<file path="config.mk">
export PLATFORM = sky130hd
export DESIGN_NAME = sig_stim_flat
export DESIGN_NICKNAME = d
export VERILOG_FILES = /design/src/rtl/sig_stim_pkg.sv /design/src/rtl/sig_stim_if.sv /design/src/rtl/sig_stim_clkdiv.sv /design/src/rtl/sig_stim.sv /design/src/flat_wrapper.sv
export SDC_FILE = /design/constraint.sdc
export NUM_CORES = 1
export LEC_CHECK = 0
export ABC_AREA = 0
export CORE_ASPECT_RATIO = 1.2
export CORE_UTILIZATION = 60
export DETAILED_ROUTE_END_ITERATION = 6
export DONT_BUFFER_PORTS = 1
export HOLD_SLACK_MARGIN = 0.02
export PLACE_DENSITY = 0.76
export SETUP_SLACK_MARGIN = 0.05
export SLEW_MARGIN = 40
export SYNTH_ARGS = -nofsm -noshare
export SYNTH_HDL_FRONTEND = slang
export SYNTH_HIERARCHICAL = 1
export SYNTH_SLANG_ARGS = --single-unit
</file>
<file path="constraint.sdc">
create_clock -name clk -period 7.2 [get_ports clk]
set_input_delay 0.36 -clock clk [delete_from_list [all_inputs] [get_ports clk]]
set_output_delay 0.36 -clock clk [all_outputs]
set_load 0.02 [all_outputs]
</file>
<file path="src/rtl/sig_stim_pkg.sv">
// sig_stim_pkg: signature width, feedback taps, FSM states and one signature step.
package sig_stim_pkg;
    localparam int SIG_W = 16;
    localparam int SIG_TAPS [4] = '{6, 8, 11, 15};
    typedef enum logic [2:0] {S_IDLE, S_START, S_BITS, S_STOP, S_DONE} state_t;
    function automatic logic [SIG_W-1:0] sig_next(input logic [SIG_W-1:0] q, input logic d);
        logic fb;
        fb = d;
        for (int i = 0; i < 4; i++) fb = fb ^ q[SIG_TAPS[i]];
        return {q[SIG_W-2:0], fb};
    endfunction
endpackage

</file>
<file path="src/rtl/sig_stim_if.sv">
// sig_stim_if: word stream in and probe lines out; slave is the transmitter side.
interface sig_stim_if;
    import sig_stim_pkg::*;
    logic [SIG_W-1:0] word_in;
    logic             word_valid;
    logic             word_ready;
    logic             probe_clk;
    logic             probe_start;
    logic             probe_stop;
    logic             probe_data;
    modport master (output word_in, word_valid, input word_ready, probe_clk, probe_start, probe_stop, probe_data);
    modport slave  (input word_in, word_valid, output word_ready, probe_clk, probe_start, probe_stop, probe_data);
endinterface

</file>
<file path="src/rtl/sig_stim_clkdiv.sv">
// sig_stim_clkdiv: probe clock divider, DIV clks per half-period, rise/fall strobes, hold keeps the low phase.
module sig_stim_clkdiv #(
    parameter int DIV = 4
) (
    input  logic clk,
    input  logic reset_h,
    input  logic run,
    input  logic hold,
    output logic ph,
    output logic rise,
    output logic fall
);
    localparam int CW = $clog2(DIV);
    logic [CW-1:0] cnt;
    logic          tick;
    assign tick = run && !hold && cnt == CW'(DIV - 1);
    assign rise = tick && !ph;
    assign fall = tick && ph;
    // Hold restarts the count so the low phase resumes at its full length.
    always_ff @(posedge clk or posedge reset_h)
        if (reset_h) begin
            cnt <= '0;
            ph  <= 1'b0;
        end else begin
            cnt <= (!run || hold || tick) ? '0 : cnt + 1'b1;
            ph  <= run && (ph ^ tick);
        end
endmodule

</file>
<file path="src/rtl/sig_stim.sv">
// sig_stim: serializes 16-bit words MSB first into one gated probe window and accumulates the expected signature.
// SIG_STIM_FREERUN_EN: probe_clk free-runs between windows and START aligns to its next falling edge.
module sig_stim
    import sig_stim_pkg::*;
#(
    parameter int DIV   = 4,
    parameter int LEN_W = 16
) (
    input  logic             clk,
    input  logic             reset_h,
    input  logic             go,
    input  logic [LEN_W-1:0] len,
    sig_stim_if.slave        bus,
    output logic             busy,
    output logic             done,
    output logic             stall,
    output logic [SIG_W-1:0] expected
);
    state_t           state, state_nx;
    logic [LEN_W-1:0] rem;
    logic [SIG_W-1:0] sreg, pref;
    logic [4:0]       scnt;
    logic             pvalid, pend, data_q, rise, fall, div_run, go_acc, start_win, need, have, take, acc;

    sig_stim_clkdiv #(.DIV(DIV)) u_div (
        .clk, .reset_h, .run(div_run), .hold(stall), .ph(bus.probe_clk), .rise, .fall
    );

`ifdef SIG_STIM_FREERUN_EN
    assign div_run   = 1'b1;
    assign start_win = pend && fall;
`else
    assign div_run   = busy;
    assign start_win = go_acc;
`endif
    assign go_acc         = state == S_IDLE && go && !pend;
    assign need           = (fall && (state == S_START || state == S_BITS) && rem != '0) || stall;
    assign have           = scnt != '0 || pvalid;
    assign take           = need && have;
    assign acc            = bus.word_valid && bus.word_ready;
    assign bus.probe_data = data_q;

    always_ff @(posedge clk or posedge reset_h)
        if (reset_h) state <= S_IDLE;
        else state <= state_nx;

    always_comb
        state_nx = state == S_IDLE ? (start_win ? S_START : S_IDLE) :
                   state == S_DONE ? S_IDLE :
                   !fall           ? state :
                   state == S_STOP ? S_DONE :
                   rem != '0       ? S_BITS : S_STOP;

    // Prefetch only while the window still needs bits beyond the current shift word.
    always_comb begin
        busy            = pend || (state != S_IDLE && state != S_DONE);
        done            = state == S_DONE;
        bus.probe_start = state == S_START;
        bus.probe_stop  = state == S_STOP;
        bus.word_ready  = busy && !pvalid && 32'(rem) > 32'(scnt);
    end

    always_ff @(posedge clk or posedge reset_h)
        if (reset_h) begin
            rem      <= '0;
            sreg     <= '0;
            pref     <= '0;
            scnt     <= '0;
            pvalid   <= 1'b0;
            pend     <= 1'b0;
            data_q   <= 1'b0;
            stall    <= 1'b0;
            expected <= '0;
        end else begin
            pend     <= start_win ? 1'b0 : go_acc ? 1'b1 : pend;
            rem      <= go_acc ? len : take ? rem - 1'b1 : rem;
            scnt     <= go_acc ? '0 : !take ? scnt : scnt != '0 ? scnt - 1'b1 : 5'd15;
            sreg     <= !take ? sreg : scnt != '0 ? sreg << 1 : pref << 1;
            data_q   <= take ? (scnt != '0 ? sreg[SIG_W-1] : pref[SIG_W-1]) : fall ? 1'b0 : data_q;
            pvalid   <= acc || (pvalid && !(take && scnt == '0));
            pref     <= acc ? bus.word_in : pref;
            stall    <= need && !have;
            expected <= go_acc ? '0 : (rise && state == S_BITS) ? sig_next(expected, data_q) : expected;
        end
endmodule

</file>
<file path="src/flat_wrapper.sv">
// flat-port wrapper written by rule: the top's interface ports become plain ports
module sig_stim_flat import sig_stim_pkg::*;
#(
    parameter int DIV   = 4,
    parameter int LEN_W = 16
)
  (clk, reset_h, go, len, busy, done, stall, expected, bus_word_in, bus_word_valid, bus_word_ready, bus_probe_clk, bus_probe_start, bus_probe_stop, bus_probe_data);
  sig_stim_if bus_i ();
  input  logic clk;
  input  logic reset_h;
  input  logic go;
  input  logic [LEN_W-1:0] len;
  output logic busy;
  output logic done;
  output logic stall;
  output logic [SIG_W-1:0] expected;
  input wire logic [$bits(bus_i.word_in)-1:0] bus_word_in;
  input wire logic [$bits(bus_i.word_valid)-1:0] bus_word_valid;
  output wire logic [$bits(bus_i.word_ready)-1:0] bus_word_ready;
  output wire logic [$bits(bus_i.probe_clk)-1:0] bus_probe_clk;
  output wire logic [$bits(bus_i.probe_start)-1:0] bus_probe_start;
  output wire logic [$bits(bus_i.probe_stop)-1:0] bus_probe_stop;
  output wire logic [$bits(bus_i.probe_data)-1:0] bus_probe_data;
  assign bus_i.word_in = bus_word_in;
  assign bus_i.word_valid = bus_word_valid;
  assign bus_word_ready = bus_i.word_ready;
  assign bus_probe_clk = bus_i.probe_clk;
  assign bus_probe_start = bus_i.probe_start;
  assign bus_probe_stop = bus_i.probe_stop;
  assign bus_probe_data = bus_i.probe_data;
  sig_stim #(.DIV(DIV), .LEN_W(LEN_W)) u_core (.clk(clk), .reset_h(reset_h), .go(go), .len(len), .bus(bus_i), .busy(busy), .done(done), .stall(stall), .expected(expected));
endmodule
</file>
Word level (Yosys, flattened, before mapping)

Cells that the tools add are included.

Add/sub/neg operators: 3
Multipliers: 0
Div/mod/pow operators: 0
Order comparisons: 1
Equality and inequality tests: 6
Shifts and indexed selects: 0
Multiplexer cells: 19
Bitwise logic cells: 5
Reductions and logical operators: 41

Operator list:

| cell                  | count |
|---|---|
| $mux 16               | 5 |
| $logic_and 1x1->1     | 18 |
| $gt 16x5->1           | 1 |
| $reduce_bool 16->1    | 1 |
| $sub 16x1->16 const B | 1 |
| $mux 5                | 3 |
| $mux 3                | 4 |
| $logic_not 1->1       | 7 |
| $logic_or 1x1->1      | 7 |
| $eq 3x2->1 const B    | 2 |
| $mux 1                | 6 |
| $reduce_bool 2->1     | 3 |
| $reduce_bool 3->1     | 2 |
| $logic_not 5->1       | 1 |
| $reduce_bool 5->1     | 1 |
| $sub 5x1->5 const B   | 1 |
| $xor 1x1->1           | 5 |
| $eq 3x1->1 const B    | 1 |
| $eq 3x3->1 const B    | 1 |
| $logic_not 3->1       | 1 |
| $ne 3x3->1 const B    | 1 |
| $add 2x1->2 const B   | 1 |
| $eq 2x2->1 const B    | 1 |
| $mux 2                | 1 |

Register bits: 79
Bits in latches: 0
RAM bits: 0
Memory bits (read-only): 0
Input bits: 36
Output and inout bits: 24
Logic and storage cells: 87
Memories: 0

Longest topological paths before layout

Gate-level depths: netlist (run 1).

Word-level depth: 14
Gate-level depth with buffers: 12

By module

The synthesis (run 1) kept the hierarchy.

Modules (own cells, without submodules):

| module          | times used | cells each | area an instance (µm²) |
|---|---|---|---|
| sig_stim        | 1          | 375        | 3792.4 |
| sig_stim_clkdiv | 1          | 12         | 162.7 |

Least setup slack after synthesis (run 1)

OpenSTA, ideal clock, no wires.

Path type: register to register
From: register u_core.state[0]
To: register u_core.rem[4]
Setup time: 69 ps
Data arrival time: 2616 ps
Data required time: 7131 ps
Setup slack: 4515 ps
Stages on the path, launching flop included: 11
Path buffers: 1
Cells stage by stage: dfrtp_1 > clkbuf_1 > nor2_1 > inv_1 > and3b_1 > ha_1 > nor2b_1 > a21oi_1 > a211oi_1 > mux2_2 > nand3_1

Word-level cells in the longest chain between the ends: 11

Ends and longest elaborated chain:

| element                                                | line                  | text |
|---|---|---|
| start: declaration                                     | sig_stim.sv:19        | `state_t state, state_nx;` |
| start signal: assignment                               | sig_stim.sv:45        | `else state <= state_nx;` |
| $ne 3x3->1 / $reduce_bool 3->1 (equally long branches) | sig_stim.sv:56        | `busy = pend \|\| (state != S_IDLE && state != S_DONE);` |
| $logic_and 1x1->1 (*)                                  | sig_stim.sv:56        |  |
| $logic_or 1x1->1 (*)                                   | sig_stim.sv:56        |  |
| via busy                                               | flat_wrapper.sv:13    | `output logic busy;` |
| $logic_and 1x1->1 (*) (2 in series)                    | sig_stim_clkdiv.sv:16 | `assign tick = run && !hold && cnt == CW'(DIV - 1);` |
| $logic_and 1x1->1 (*)                                  | sig_stim_clkdiv.sv:18 | `assign fall = tick && ph;` |
| via u_core.fall                                        | sig_stim.sv:23        | `logic pvalid, pend, data_q, rise, fall, div_run, go_acc, start_win, need, have, take, acc;` |
| $logic_and 1x1->1 (*) (2 in series)                    | sig_stim.sv:37        | `assign need = (fall && (state == S_START \|\| state == S_BITS) && rem != '0) \|\| stall;` |
| $logic_or 1x1->1 (*)                                   | sig_stim.sv:37        |  |
| $logic_and 1x1->1 (*)                                  | sig_stim.sv:39        | `assign take = need && have;` |
| $reduce_bool 2->1 (no source line) (*)                 | --                    |  |
| end signal: assignment                                 | sig_stim.sv:76        | `rem <= go_acc ? len : take ? rem - 1'b1 : rem;` |
| end: declaration                                       | sig_stim.sv:20        | `logic [LEN_W-1:0] rem;` |

The timed path passes the listed nets; every way through them passes the cells marked *.
A chain may end at the register's enable or synchronous reset.

Final worst setup path (run 1)

From: register u_core.state[0]
To: register u_core.rem[11]

Same word-level chain as after synthesis.

==> results of run 1 <==
## what timing repair did
| action | in CTS | in global routing |
|---|---|---|
| hold buffers | 1 | 0 |
| buffers inserted | 0 | 0 |
| endpoints found under the hold margin | 3 | 0 |
## layout make-up
type | count | area [µm²] | share of cell area (%)
Clock buffer | 10 | 138 | 3.22
Clock inverter | 6 | 116 | 2.72
Inverter | 15 | 56.3 | 1.32
Multi-Input combinational cell | 274 | 1890 | 44.2
Sequential cell | 77 | 1930 | 45.0
Tap cell | 85 | 106 | 2.49
Timing Repair Buffer | 5 | 43.8 | 1.02
## metal layers
layer,vias to the layer above,routed length (µm),share of wire [%]
met5,-,0,0
met4,0,153,2.0
met3,14,339,4.3
met2,60,3900,50
met1,1396,3430,44
li1,1382,-,-
## registers in the layout, indices dropped and copies added, names as in the netlist, 2 cells and up
| name | cells |
|---|---|
| u_core/expected | 16 |
| u_core/pref | 16 |
| u_core/rem | 16 |
| u_core/scnt | 5 |
| u_core/sreg | 15 |
| u_core/state | 3 |
| u_core/u_div/cnt | 2 |
## Yosys cell counts (3+ instances only)
cell type | count | share of area [%]
mux2_4 | 9 | 3.4
nor4_1 | 5 | 0.79
nor3_1 | 10 | 1.3
a31oi_1 | 19 | 3.0
nand3b_1 | 3 | 0.57
xnor2_1 | 7 | 1.6
a21o_1 | 3 | 0.57
a21oi_1 | 10 | 1.3
and2_1 | 4 | 0.63
ha_1 | 11 | 3.5
mux2i_1 | 7 | 1.8
nor2b_1 | 6 | 0.95
or2_2 | 3 | 0.47
nand2_1 | 50 | 4.7
a22oi_1 | 3 | 0.57
o31a_1 | 3 | 0.66
nor2_1 | 32 | 3.0
o21ai_0 | 15 | 1.9
inv_1 | 15 | 1.4
mux2_2 | 8 | 2.3
nand3_1 | 11 | 1.4
clkbuf_1 | 16 | 1.5
dfrtp_1 | 77 | 49
a22o_1 | 17 | 3.8
buf_2 | 3 | 0.38
## logic make-up after synthesis
kind of cell | after synthesis
simple gates | 147
compound gates | 84
flops | 77
buf+inv | 36
mux | 24
fa+ha+maj | 11
xor+xnor | 8
## power groups by stage
stage	clock network, mW	logic, mW	registers, mW
6_report	0.404	0.338	0.671
5_1_grt	0.429	0.389	0.689
4_1_cts	0.413	0.340	0.672
3_5_place_dp	0	0.336	0.679
3_3_place_gp	0	0.322	0.675
2_1_floorplan	0	0.290	0.650
## final timing paths
kind	from	endpoint	slack (ns)	depth (start not counted)
worst max-delay path	u_core/state[0]	u_core/rem[11]	4.02	9
worst min-delay path	reset_h	u_core/expected[10]	0.04	2
worst max register to register	u_core/state[0]	u_core/rem[11]	4.02	9
worst min register to register	u_core/u_div/cnt[0]	u_core/u_div/cnt[0]	0.47	1
max in group asynchronous	reset_h	u_core/rem[6]	6.67	2
min in group clk	len[0]	u_core/rem[0]	0.14	2
## per-stage QoR
stage	hold slack [ns]	total power, mW	cell area (µm²)	worst slack, ns
finish	0.0431	1.41	4280	4.02
global route	0.0931	1.51	4280	3.71
CTS	0.0780	1.42	4280	4.05
detailed placement	0.125	1.01	4020	4.07
global placement	0.121	0.998	4000	3.85
floorplan	0.114	0.940	3960	4.51
==> flow_metrics.py, run 1 <==
metrics = {
    "placed_design": {
        "post-dp-hpwl_um": 5300,
        "dpl.cell_count": 455,
        "port_buffers": 0,
        "globalplace.congestion": 0.825,
    },
    "floorplan": {
        "fp.dieArea_um2": 6920,
        "die_x_um": 76.1,
        "chipHeight_um": 90.9,
        "num_rows": 32,
        "floorplan.core_area_um2": 6410,
        "ios": 60,
        "start_util_pct": 61.7,
    },
    "hold_path": {
        "hold_path_class": "input pin to async pin",
    },
    "global_routing": {
        "grtUsageMet1_pct": 30.2,
        "top_usage_layer": "met2",
        "antenna_found_initial": 0,
        "grt_max_degree": 75,
        "gr-usage-met2_pct": 40.1,
        "grt_pass1_vias": 2848,
        "grt_use_met3_pct": 7.44,
        "grt_pass1_wl_um": 13300,
        "gr-usage-all-layers_pct": 24.6,
        "gr-total-overflow": 0,
    },
    "sta": {
        "period_share_pct": 44.2,
        "tns_ns": 0,
        "slew_violations": 0,
        "relSlewSlack_pct": 48.8,
        "finalClockSkew_ns": 0.0167,
        "finalCriticalPeriod_ns": 3.18,
        "setup_viol": 0,
        "clock.fmax_mhz": 315,
        "worst_pin_slew_ns": 0.763,
        "hold_viol_final": 0,
        "rsz0062_at_grt": "false",
    },
    "drt": {
        "vias": 2852,
        "ant_nets": 0,
        "drt-initial-drc-count": 199,
        "drt_first_pass_iters": 4,
        "routed_wl_um": 7830,
        "routed_via_density": 6.04,
        "wl_per_cell_um": 16.6,
        "remaining_drc_errors": 0,
    },
    "worst_setup_path": {
        "cp.required_ns": 7.43,
        "path_buf_inv": 1,
        "critical-path-top-delay-family": "compound AO/OA/AOI/OAI gates",
        "cp_slowest_cell": "a21o_2",
        "worstPathArrival_ns": 3.41,
        "worst_setup_path_start_kind": "flip-flop",
        "crit_chain": "nor2_1 > inv_1 > and3b_1 > ha_1 > nor2b_1 > o211a_1 > a21o_2 > a31oi_1 > o31a_1",
        "worst-path-max-fanout": 40,
        "slowest_delay_ns": 0.58,
        "critical_path_class": "flip-flop to flip-flop",
        "critPathCaptureType": "flip-flop",
    },
    "clock_tree": {
        "clock-root-buffer": "clkbuf_8",
        "htree_levels": 3,
        "path_clk_slew_ns": 0.09,
        "clock_path_buffers": 2,
        "cts_made_buffers": 9,
        "cts_resized": 0,
        "clock_latency_ns": 0.35,
        "cts.sinks": 77,
        "cts_tree": "yes",
    },
    "synth": {
        "netlist_area_um2": 3960,
        "ys_types": 57,
        "ys_seq_elements": 77,
        "synth.avg_cell_area_um2": 10.2,
        "synth_edf_count": 0,
        "yosys_warnings": 6,
        "synth_cells": 387,
        "synth-compound-area-share_pct": 15.2,
        "synth.net_count": 434,
        "yosys.area_share.simple_pct": 19.5,
        "muxShareOfSynthArea_pct": 7.47,
        "synth_xor_area_share_pct": 1.77,
        "ys.flop_type": "dfrtp_1",
        "synth_top_family_by_area": "simple AND/OR/NAND/NOR gates",
        "synthAdderAreaFrac_pct": 3.48,
        "ys_seq_area_share_pct": 48.7,
        "synthArstFlopShare_pct": 100,
    },
    "final_layout": {
        "layout_common_cells": "dfrtp_1 (77), nand2_1 (50), nor2_1 (31), a31oi_1 (19), a22o_1 (17)",
        "num-nets-final": 429,
        "postLayoutCoreUtil_pct": 66.8,
        "drive_gt1_share_pct": 14.0,
        "fillerInstances": 490,
        "num_antenna_cells": 0,
        "final_common_cell": "dfrtp_1",
        "syn2layout_area_growth_pct": 8.19,
        "fin_cells": 472,
    },
    "run_status": {
        "outcome": "finished, final reports clean",
    },
    "power": {
        "peakVddDrop_v": 0.000245,
        "p_seq_share_pct": 47.5,
        "powerDensity_nw_per_um2": 330,
        "switching_power_uw": 438,
        "p_leak_nw": 1.89,
        "power.share.combinational_pct": 23.9,
        "p_int_uw": 975,
        "netSwitchingFraction_pct": 31.0,
        "power_frac_clock_pct": 28.6,
    },
    "job": {
        "drv_cap": 0,
    },
}
Power figures use the tool's default switching activity.
==> run 2: changes to the inputs <==
clock period = 3 ns   (was 7.2 ns; I/O delays follow)
==> flow_metrics.py, run 2 (same netlist as run 1, synthesis figures left out) <==
metrics = {
    "clock_tree": {
        "path_clk_slew_ns": 0.08,
        "post-cts-setup-buffers": 0,
        "clock_latency_ns": 0.35,
        "cts_made_buffers": 9,
        "clock-root-buffer": "clkbuf_8",
        "htree_levels": 3,
        "clock_path_buffers": 2,
        "cts_tree": "yes",
        "cts.sinks": 77,
        "cts_resized": 0,
    },
    "sta": {
        "clock.fmax_mhz": 370,
        "hold_viol_final": 0,
        "worst_pin_slew_ns": 0.587,
        "period_share_pct": 90.1,
        "finalCriticalPeriod_ns": 2.70,
        "tns_ns": 0,
        "setup_ws_ns": 0.296,
        "slew_violations": 0,
        "relSlewSlack_pct": 60.8,
        "finalClockSkew_ns": 0.0111,
        "setup_viol": 0,
        "rsz0062_at_grt": "false",
    },
    "final_layout": {
        "num-nets-final": 467,
        "top_regs": "u_core/expected: 16 flops, u_core/pref: 16 flops, u_core/rem: 16 flops",
        "num_antenna_cells": 0,
        "syn2layout_area_growth_pct": 16.0,
        "stdcell_area_um2": 4590,
        "fillerInstances": 479,
        "drive_gt1_share_pct": 13.9,
        "postLayoutCoreUtil_pct": 71.6,
        "layout_common_cells": "dfrtp_1 (77), nand2_1 (50), nor2_1 (31), dlygate4sd3_1 (31), a31oi_1 (19)",
        "final_common_cell": "dfrtp_1",
    },
    "drt": {
        "drt-initial-drc-count": 238,
        "ant_nets": 0,
        "drt_first_pass_iters": 4,
        "remaining_drc_errors": 0,
        "wl_per_cell_um": 16.7,
        "routed_via_density": 6.06,
        "vias": 3085,
        "routed_wl_um": 8510,
    },
    "global_routing": {
        "antenna_found_initial": 0,
        "grt_max_degree": 75,
        "gr-usage-all-layers_pct": 26.5,
        "grt_pass1_vias": 2989,
        "gr-total-overflow": 0,
        "grt_pass1_wl_um": 14300,
    },
    "floorplan": {
        "num_rows": 32,
        "chipHeight_um": 90.9,
        "start_util_pct": 61.7,
        "fp.dieArea_um2": 6920,
        "die_x_um": 76.1,
        "ios": 60,
        "floorplan.core_area_um2": 6410,
    },
    "placed_design": {
        "placed_cell_area_um2": 4090,
        "globalplace.congestion": 0.870,
        "port_buffers": 0,
        "post-dp-hpwl_um": 5500,
        "place_ws_ns": 0.385,
    },
    "worst_setup_path": {
        "worstPathArrival_ns": 2.98,
        "worst_setup_path_start_kind": "flip-flop",
        "critical-path-top-delay-family": "simple AND/OR/NAND/NOR gates",
        "critical_path_class": "flip-flop to flip-flop",
        "worst-path-max-fanout": 12,
        "critPathCaptureType": "flip-flop",
        "slowest_delay_ns": 0.57,
        "crit_chain": "nor2_1 > inv_1 > and3b_1 > ha_1 > nor2b_1 > a21oi_1 > a2111o_1 > or3_1 > nand3_1",
        "path_buf_inv": 1,
        "cp_slowest_cell": "dfrtp_1",
        "cp.required_ns": 3.28,
    },
    "run_status": {
        "outcome": "finished, final reports clean",
    },
    "job": {
        "drv_cap": 0,
    },
    "power": {
        "p_leak_nw": 2.03,
        "powerDensity_nw_per_um2": 708,
        "peakVddDrop_v": 0.000594,
    },
    "hold_path": {
        "hold_path_class": "input pin to flip-flop",
    },
}
-- run 2: cell type report --
type                       count  area [µm²]  area share [%]
inverter                      15        56.3            1.23
sequential                    77        1930            42.0
clock inverter                 6        62.6            1.36
multi-input combinational    274        1890            41.1
clock buffer                   9         124            2.70
tap                           85         106            2.32
timing repair buffer          43         425            9.27
-- run 2: final timing paths --
kind                                            end  slack [ns]  cells past startpoint           startpoint
max in group asynchronous             u_core/rem[3]        2.31                      3              reset_h
worst max-delay path                 u_core/rem[12]        0.30                      9      u_core/state[0]
min in group asynchronous       u_core/u_div/cnt[0]        0.15                      2              reset_h
worst min-delay path                 u_core/rem[11]        0.03                      2              len[11]
worst max register to register       u_core/rem[12]        0.30                      9      u_core/state[0]
worst min register to register  u_core/u_div/cnt[0]        0.48                      1  u_core/u_div/cnt[0]
-- run 2: routing by layer --
layer	vias up	GRT usage [%]	share of wire, %
met5	-	0	0
met4	0	9.94	1.7
met3	13	6.43	5.1
met2	93	45.5	51
met1	1521	32.3	42
li1	1458	-	-
-- run 2: through the flow --
step                      total power [mW]  hold WS (ns)  cells
after floorplan                       2.26       -0.0964    387
after detailed placement              2.46       -0.0873    463
final                                 3.25        0.0336    509
after CTS                             3.26        0.0295    509
after global placement                2.42       -0.0887    463
after global routing                  3.45        0.0271    509
-- run 2: where the power goes --
part / internal, mW / switching [mW]
Combinational: 0.464 / 0.407
Clock: 0.380 / 0.381
Sequential: 1.34 / 0.280
Total: 2.18 / 1.07
-- run 2: what timing repair did --
item | CTS | global route
hold buffers | 31 | 0
setup endpoints to repair | 0 | 0
endpoints found under the hold margin | 107 | 0
==> run 3: changes to the inputs <==
CTS_BUF_LIST = sky130_fd_sc_hd__clkbuf_16   (was not set)
GPL_TIMING_DRIVEN = 0   (was not set)
==> flow_metrics.py, run 3 (same netlist as run 1, synthesis figures left out) <==
metrics = {
    "run_status": {
        "outcome": "finished, final reports clean",
    },
    "worst_setup_path": {
        "timing.rr.end": "u_core/rem[12]",
        "worstPathArrival_ns": 3.04,
        "r2r_cells": 10,
        "reg2reg_from": "u_core/state[0]",
        "worst_setup_path_start_kind": "flip-flop",
        "cp.required_ns": 3.26,
        "cp-startpoint": "u_core/state[0]",
        "critPathCaptureType": "flip-flop",
        "worst-path-max-fanout": 10,
        "cp-endpoint": "u_core/rem[12]",
        "critical_path_class": "flip-flop to flip-flop",
        "reg2reg_setup_slack_ns": 0.22,
    },
    "sta": {
        "period_share_pct": 92.6,
        "tns_ns": 0,
        "whs_ns": 0.0400,
        "setup_viol": 0,
        "finalCriticalPeriod_ns": 2.78,
        "finalClockSkew_ns": 0.00721,
        "hold_viol_final": 0,
        "clock.fmax_mhz": 360,
        "rsz0062_at_grt": "false",
        "relSlewSlack_pct": 45.5,
        "slew_violations": 0,
        "worst_pin_slew_ns": 0.811,
    },
    "floorplan": {
        "ios": 60,
        "start_util_pct": 61.7,
        "num_rows": 32,
        "fp.dieArea_um2": 6920,
        "die_x_um": 76.1,
        "floorplan.core_area_um2": 6410,
        "chipHeight_um": 90.9,
    },
    "power": {
        "power_frac_clock_pct": 29.5,
        "total_power_mw": 3.55,
        "p_int_mw": 2.44,
        "powerDensity_nw_per_um2": 753,
        "p_leak_nw": 2.06,
        "switching_power_mw": 1.11,
        "p_seq_share_pct": 45.7,
        "power.share.combinational_pct": 24.7,
        "peakVddDrop_v": 0.000505,
        "netSwitchingFraction_pct": 31.3,
    },
    "drt": {
        "vias": 3130,
        "ant_nets": 0,
        "routed_wl_um": 8830,
        "drt-initial-drc-count": 264,
        "drt_first_pass_iters": 4,
        "remaining_drc_errors": 0,
        "wl_per_cell_um": 17.0,
        "routed_via_density": 6.03,
    },
    "global_routing": {
        "gr-total-overflow": 0,
        "grt_pass1_wl_um": 14800,
        "grt_use_met3_pct": 4.02,
        "gr-usage-met2_pct": 45.6,
        "antenna_found_initial": 0,
        "grtUsageMet1_pct": 35.3,
        "gr-usage-all-layers_pct": 27.1,
        "grt_max_degree": 60,
        "grt_pass1_vias": 3084,
        "top_usage_layer": "met2",
    },
    "final_layout": {
        "syn2layout_area_growth_pct": 19.2,
        "top_regs": "u_core/expected: 16 flops, u_core/pref: 16 flops, u_core/rem: 16 flops",
        "fillerInstances": 459,
        "final-seq-area_um2": 1930,
        "layout_common_cells": "dfrtp_1 (77), nand2_1 (50), nor2_1 (32), dlygate4sd3_1 (30), a31oi_1 (19)",
        "final_common_cell": "dfrtp_1",
        "num-nets-final": 476,
        "multi_input_area_um2": 1890,
        "drive_gt1_share_pct": 12.7,
        "num_antenna_cells": 0,
    },
    "hold_path": {
        "hold_path_class": "input pin to flip-flop",
        "min_path_cells": 2,
    },
    "clock_tree": {
        "clock_path_buffers": 2,
        "clock_latency_ns": 0.33,
        "post-cts-setup-buffers": 0,
        "clock-root-buffer": "clkbuf_16",
        "htree_levels": 3,
        "cts_made_buffers": 9,
        "cts_tree": "yes",
        "path_clk_slew_ns": 0.06,
        "cts.sinks": 77,
    },
    "placed_design": {
        "post-dp-hpwl_um": 5940,
        "globalplace.congestion": 0.843,
        "port_buffers": 0,
    },
    "job": {
        "drv_cap": 0,
    },
}
==> run 3: cell types whose count changed in the layout (fill, tap and decap cells not counted), sizes merged <==
| cell | before | now |
|---|---|---|
| clkbuf | 9 | 24 |
| buf | 12 | 7 |
| clkinv | 4 | 2 |
| clkinvlp | 0 | 2 |
| dlygate4sd3 | 31 | 30 |
| inv | 16 | 17 |
==> run 3: final cells by class <==
type | instances | area share (%)
inverter | 15 | 1.30
timing repair buffer | 31 | 6.95
sequential | 77 | 40.9
buffer | 21 | 2.31
tap | 85 | 2.26
clock inverter | 7 | 1.38
clock buffer | 9 | 4.78
multi-input combinational | 274 | 40.2
==> run 3: critical path: stages (launching register included) <==
cell	delay [ns]
dfrtp_1	0.38
clkbuf_2	0.22
nor2_1	0.09
inv_2	0.19
and3b_1	0.23
ha_2	0.26
nor2b_2	0.21
a21oi_1	0.16
a2111o_1	0.54
or3_1	0.35
nand3_1	0.08
==> run 3: worst min path at each step <==
stage                       start                   to  slack, ns
after floorplan           reset_h  u_core/u_div/cnt[0]       -0.1
after global placement    reset_h      u_core/u_div/ph      -0.09
after detailed placement  reset_h  u_core/u_div/cnt[1]      -0.08
after CTS                  len[1]        u_core/rem[1]       0.04
after global routing       len[1]        u_core/rem[1]       0.05
final                      len[1]        u_core/rem[1]       0.04
==> run 3: what timing repair did <==
item,in CTS,in global routing
endpoints found under the setup margin,31,29
gates cloned,0,0
endpoints found under the hold margin,106,0
hold buffers,30,0
gates resized for setup,6,8
==> run 3: power by group through the flow <==
stage	combinational [mW]	sequential [mW]	clock, mW
floorplan	0.697	1.56	0
global placement	0.783	1.62	0
detailed placement	0.838	1.63	0
CTS	0.878	1.62	1.06
global route	0.991	1.66	1.10
finish	0.878	1.62	1.05
==> run 3: per-stage QoR <==
stage	instances	utilization, %	instance area [µm²]	setup slack [ns]
floorplan	387	-	3960	0.315
CTS	519	73.4	4700	0.0918
global placement	472	63.4	4060	-0.216
finish	519	73.6	4710	0.221
global route	519	73.6	4710	0.0604
detailed placement	473	64.0	4100	-0.296
==> run 3: routing by layer <==
metal / routed length, µm / up-vias
met4: 147 / 0
met1: 3830 / 1544
met3: 407 / 14
li1: - / 1484
met5: 0 / -
met2: 4450 / 88
